### config.mk
export PLATFORM = sky130hd
export DESIGN_NAME = freq_meas_ctrl
export DESIGN_NICKNAME = d
export VERILOG_FILES = /design/src/rtl/freq_meas_ctrl.sv
export SDC_FILE = /design/constraint.sdc
export NUM_CORES = 1
export LEC_CHECK = 0
export ABC_AREA = 1
export BUFFER_PORTS_ARGS = -buffer_cell sky130_fd_sc_hd__buf_4
export CORE_UTILIZATION = 28
export DETAILED_ROUTE_END_ITERATION = 7
export SETUP_SLACK_MARGIN = 0.3
export SYNTH_ARGS = -nofsm -noshare
export SYNTH_HDL_FRONTEND = slang
export SYNTH_SLANG_ARGS = --single-unit
### constraint.sdc
create_clock -name sysclk -period 1.48 [get_ports sysclk]
set_input_delay 0.222 -clock sysclk [delete_from_list [all_inputs] [get_ports sysclk]]
set_output_delay 0.222 -clock sysclk [all_outputs]
set_load 0.01 [all_outputs]
### src/rtl/freq_meas_ctrl.sv
// Gated frequency counter sequencer: clear, gate, settle, evaluate with auto-range retry, publish.
// Publishes G+S+2 cycles after CLEAR (2*(G+S+2) when retried); there is no backpressure, and valid is a one-cycle strobe.
module freq_meas_ctrl #(
    parameter int CW            = 21,
    parameter int GATE_CYCLES   = 50000000,
    parameter int SETTLE_CYCLES = 4,
    parameter int UP_TH         = 9999,
    parameter int DN_TH         = 900
) (
    input  logic          sysclk,
    input  logic          rst,
    input  logic          run,
    input  logic          auto_rng,
    input  logic          range_in,
    input  logic [CW-1:0] cnt_val,
    output logic          cnt_clr,
    output logic          cnt_en,
    output logic          range,
    output logic [13:0]   result,
    output logic          overflow,
    output logic          valid,
    output logic          busy
);

    localparam int GW = $clog2(GATE_CYCLES + 1);
    localparam int SW = $clog2(SETTLE_CYCLES + 1);

    localparam logic [GW-1:0] GATE_LAST   = GW'(GATE_CYCLES - 1);
    localparam logic [SW-1:0] SETTLE_LAST = SW'(SETTLE_CYCLES - 1);
    localparam logic [CW-1:0] UP_C        = CW'(UP_TH);
    localparam logic [CW-1:0] DN_C        = CW'(DN_TH);
    localparam logic [13:0]   UP_RES      = 14'(UP_TH);

    typedef enum logic [2:0] {
        S_IDLE    = 3'd0,
        S_CLEAR   = 3'd1,
        S_GATE    = 3'd2,
        S_SETTLE  = 3'd3,
        S_EVAL    = 3'd4,
        S_PUBLISH = 3'd5
    } state_t;

    state_t        r_state;
    state_t        w_next;

    logic [GW-1:0] r_gate_cnt;
    logic [SW-1:0] r_settle_cnt;
    logic          r_auto;
    logic          r_retry;
    logic          r_range;
    logic [13:0]   r_result;
    logic          r_overflow;

    logic          w_gate_done;
    logic          w_settle_done;
    logic          w_over;
    logic          w_retry_take;

    assign w_gate_done   = (r_gate_cnt == GATE_LAST);
    assign w_settle_done = (r_settle_cnt == SETTLE_LAST);
    assign w_over        = (cnt_val > UP_C);

    // A single re-measure is allowed; once r_retry is set the next EVAL publishes whatever it sees.
    assign w_retry_take = r_auto && !r_retry &&
                          ((!r_range && w_over) || (r_range && (cnt_val < DN_C)));

    always_ff @(posedge sysclk) begin
        if (rst) begin
            r_state <= S_IDLE;
        end else begin
            r_state <= w_next;
        end
    end

    always_comb begin
        w_next = r_state;
        case (r_state)
            S_IDLE:    if (run) w_next = S_CLEAR;
            S_CLEAR:   w_next = S_GATE;
            S_GATE:    if (w_gate_done) w_next = S_SETTLE;
            S_SETTLE:  if (w_settle_done) w_next = S_EVAL;
            S_EVAL:    w_next = w_retry_take ? S_CLEAR : S_PUBLISH;
            S_PUBLISH: w_next = run ? S_CLEAR : S_IDLE;
            default:   w_next = S_IDLE;
        endcase
    end

    always_ff @(posedge sysclk) begin
        if (rst) begin
            r_gate_cnt   <= '0;
            r_settle_cnt <= '0;
            r_auto       <= 1'b0;
            r_retry      <= 1'b0;
            r_range      <= 1'b0;
            r_result     <= '0;
            r_overflow   <= 1'b0;
        end else begin
            if (r_state == S_GATE && !w_gate_done) begin
                r_gate_cnt <= r_gate_cnt + GW'(1);
            end else begin
                r_gate_cnt <= '0;
            end

            if (r_state == S_SETTLE && !w_settle_done) begin
                r_settle_cnt <= r_settle_cnt + SW'(1);
            end else begin
                r_settle_cnt <= '0;
            end

            case (r_state)
                S_CLEAR: begin
                    // Mode and manual range are frozen for the whole measurement, including its retry.
                    if (!r_retry) begin
                        r_auto <= auto_rng;
                        if (!auto_rng) begin
                            r_range <= range_in;
                        end
                    end
                end
                S_EVAL: begin
                    if (w_retry_take) begin
                        r_range <= ~r_range;
                        r_retry <= 1'b1;
                    end else begin
                        r_result   <= w_over ? UP_RES : 14'(cnt_val);
                        r_overflow <= w_over;
                    end
                end
                S_PUBLISH: begin
                    r_retry <= 1'b0;
                end
                default: begin
                end
            endcase
        end
    end

    assign cnt_clr  = (r_state == S_CLEAR);
    assign cnt_en   = (r_state == S_GATE);
    assign valid    = (r_state == S_PUBLISH);
    assign busy     = (r_state != S_IDLE);
    assign range    = r_range;
    assign result   = r_result;
    assign overflow = r_overflow;

endmodule
==> summary.txt <==
Outcome
  • Outcome: finished, violations left
  • Failing checks: negative setup slack

Timing
  • Max-slew headroom: 0.7848
  • Crit path time final: 1533 ps
  • Worst-Margin Slew: 319.9 ps
  • Worst hold margin: slightly below 200 ps
  • Final slew viol count: 0
  • Period Utilization, post-route: 1.036
  • Unrepaired setup endpoints after global routing: true
  • Final worst slack: -52.61 ps
  • Clk_skew: 7.317 ps
  • Final hold violations: 0
  • Final setup vio count: 20
  • Fmax achieved: 0.6525 GHz

Clock network
  • Cts hold-fix bufs: 0
  • Longest Clk Path Bufs: 2
  • Root Buffer: clkbuf_8
  • Total CTS buffers: 5
  • Worst skew pair latency: 310 ps
  • H-tree Lvls: 2
  • TritonCTS Sinks: 50
  • Reg clk slew, reported paths: 100 ps
  • CTS tree: yes

Power
  • Power Dens Cells: 1044 nW/µm²
  • Maximum VDD drop: 0.6379 mV
  • Pleak: 1.606 nW

Route
  • Antenna viol nets, final: 0
  • DRT Pass-1 Iters: 5
  • Final wirelength: 7.189 mm
  • Drt initial violations: 90
  • Via count of the routed design: between 2000 and 3000
  • Vias/cell: 4.715
  • DRC Markers: 0
  • Average wire per standard cell: ~13 µm

Synthesis
  • FF+latch count, synth: 50
  • Seq/Total Area, Yosys: 0.3904
  • YS warnings: 0
  • Gate Count Post-Synth: 337
  • Ys flop type: dfxtp_1
  • EDFF count, synth: 0
  • Fraction of registers with async set/reset: 0
  • Mean cell area of the mapped netlist: 7.607 µm²
  • Mapped Area: 2564 µm²
  • Post-Syn Nets: 366
  • Synth unique cells: 38

Layout
  • Antenna fix cells: 0
  • Share of cells above drive strength 1: 0.5178
  • Post-layout util: 0.4696
  • P&R area growth vs syn: 61.30%
  • Final Net Count: ~480

Global routing
  • Maximum number of pins on one net before global-route repair: 19
  • Initial antenna violation count: 0
  • Vias in the first global route: 2627
  • First-pass GRT wire length: 11.74 mm
  • Total grt overflow: 0
  • GR Util All Layers: 0.1500

Critical path
  • Crit Path Class: flip-flop to flip-flop
  • Worst Path Max Fanout: 3
  • Crit start category: flip-flop
  • CP Buf/Inv Count: 2
  • CP delay by family, top: simple AND/OR/NAND/NOR gates
  • WP data arrival: approximately 1800 ps
  • Endpoint type of the worst setup path: flip-flop
  • Worst EP required: 1700 ps
  • Worst path max stage delay: 370 ps
  • CP cell instances: ha_4 -> nand3_4 -> nor2_4 -> inv_2 -> nor2_2 -> nand3_2 -> a21oi_2 -> nand3_1 -> nand3_1 -> inv_1
  • Top cell by count, worst path: nand3_1
  • Worst path slowest cell: dfxtp_4

Place
  • PortBufs: between 40 and 50
  • Dpl hpwl: 4.633 mm
  • RD Place Congestion: 0.8566

Floorplan
  • Initial core utilization: 0.2911
  • Row count: 34
  • Die area: 9542 µm²
  • Die Width: 97.69 µm
  • Die Height: 97.69 µm
  • Core area: 8806 µm²
  • IO Pins: 46

Flow run
  • Max-cap viol count: 0

Hold path
  • Worst hold path type: input port to flip-flop
-- report_power, final --
group	switching [mW]	total [mW]	internal, mW	leakage (nW)
Clock	0.482	0.859	0.377	0.0472
Combinational	0.868	1.86	0.996	1.15
Sequential	0.144	1.59	1.45	0.411
Total	1.49	4.32	2.82	1.61
-- state kept, by name, summed over array words and instances (netlist names) --
| signal | flops |
|---|---|
| r_gate_cnt | 26 |
| range | 1 |
| result | 14 |
| r_settle_cnt | 3 |
| r_state | 3 |
| r_retry | 1 |
| overflow | 1 |
| r_auto | 1 |
-- through the flow --
stage	instance area (µm²)	setup slack (ps)	power [mW]	setup TNS [ps]	instances
global route	4135	-156.7	4.529	-3048	558
detailed placement	3296	-78.17	2.580	-686.7	514
finish	4135	-52.61	4.315	-267.7	558
global placement	3296	-43.02	2.563	-127.8	514
CTS	3990	-26.72	4.040	-56.67	545
floorplan	2633	-41.94	2.177	-49.73	337
-- cells in the mapped netlist, types with 3 or more instances --
library cell,instances,share of area
a21oi_1,27,0.053
buf_4,3,0.0088
dfxtp_1,50,0.39
ha_1,3,0.015
inv_1,44,0.064
inv_2,3,0.0044
nand2_1,63,0.092
nand2_2,6,0.015
nand2_4,3,0.013
nand3_1,18,0.035
nand3_4,3,0.020
nand4_1,11,0.027
nor2_1,37,0.054
nor2_2,5,0.012
nor2_4,4,0.018
nor3_1,9,0.018
nor3b_2,5,0.024
o211ai_1,7,0.020
o21ai_0,4,0.0078
xor2_1,7,0.024
-- final timing paths --
kind	endpoint	slack (ps)	from	cells past startpoint
hold reg to reg	result[3]$_SDFFE_PP0P_	480	result[3]$_SDFFE_PP0P_	2
setup / recovery	r_state[1]$_SDFFE_PP0P_	-50	r_gate_cnt[1]$_SDFF_PP0_	10
setup reg to reg	r_state[1]$_SDFFE_PP0P_	-50	r_gate_cnt[1]$_SDFF_PP0_	10
hold / removal	result[5]$_SDFFE_PP0P_	190	cnt_val[5]	3
-- cells in the final DEF, fill, tap and decap left out, types with 3 or more instances in the layout --
master,netlist,layout
clkbuf_8,0,6
nand3_1,18,14
nand4_1,11,11
dfxtp_2,0,7
dfxtp_4,0,5
nor2_2,5,10
o21ai_0,4,3
nand2_8,0,4
xor2_1,7,6
dfxtp_1,50,38
nor3_2,2,4
o211ai_1,7,7
nand3_4,3,5
nor3b_2,5,6
buf_12,0,4
nor2_1,37,24
inv_2,3,5
inv_1,44,40
nand2_2,6,22
a21oi_2,1,9
nor3_1,9,3
a21oi_1,27,19
nor3_4,2,6
nand2_4,3,6
buf_6,2,26
nor2_4,4,12
buf_4,3,79
nand3_2,1,3
nand2_1,63,43
-- layer usage --
metal / GRT usage / up-vias / routed length, µm / part of all wire
met5: 0 / - / 0 / 0
met4: 0.04545 / 0 / 116 / 0.016
met3: 0.04388 / 11 / 405 / 0.056
met2: 0.2706 / 78 / 3700 / 0.51
met1: 0.1694 / 1221 / 2967 / 0.41
li1: - / 1321 / - / -
-- logic make-up (layout without fill, tap and decap cells) --
family | Yosys count | count (layout) | share of synthesized area
and+or+nand+nor | 175 | 178 | 0.3690
buffers and inverters | 55 | 165 | 0.09126
xor gates and xnor gates | 9 | 9 | 0.03075
DFF | 50 | 50 | 0.3904
AOI/OAI and AO/OA | 45 | 45 | 0.1040
adders and majority gates | 3 | 3 | 0.01464
-- worst reg2reg max path, delay by kind of cell, from the launching register on --
| family | cells | cell delay, ps |
|---|---|---|
| buf+inv | 2 | 110 |
| compound gates | 1 | 210 |
| simple gates | 6 | 600 |
| fa+ha+maj | 1 | 140 |
| flops | 1 | 370 |
-- area by class of cell --
| class | count | area, µm² |
|---|---|---|
| Tap cell | 108 | 135.1 |
| Clock buffer | 6 | 82.58 |
| Sequential cell | 50 | 1028 |
| Clock inverter | 2 | 12.51 |
| Timing Repair Buffer | 110 | 993.5 |
| Fill cell | 812 | 4671 |
| Multi-Input combinational cell | 235 | 1697 |
| Inverter | 47 | 186.4 |
-- what timing repair did --
action                                  4_1_cts  5_1_grt
gates resized for setup                     107       13
endpoints found under the setup margin       54       54
buffers inserted                             17       13
gates cloned                                  6        0
pin swaps                                    37       15
Note: power is estimated with default switching activity, not from simulation.
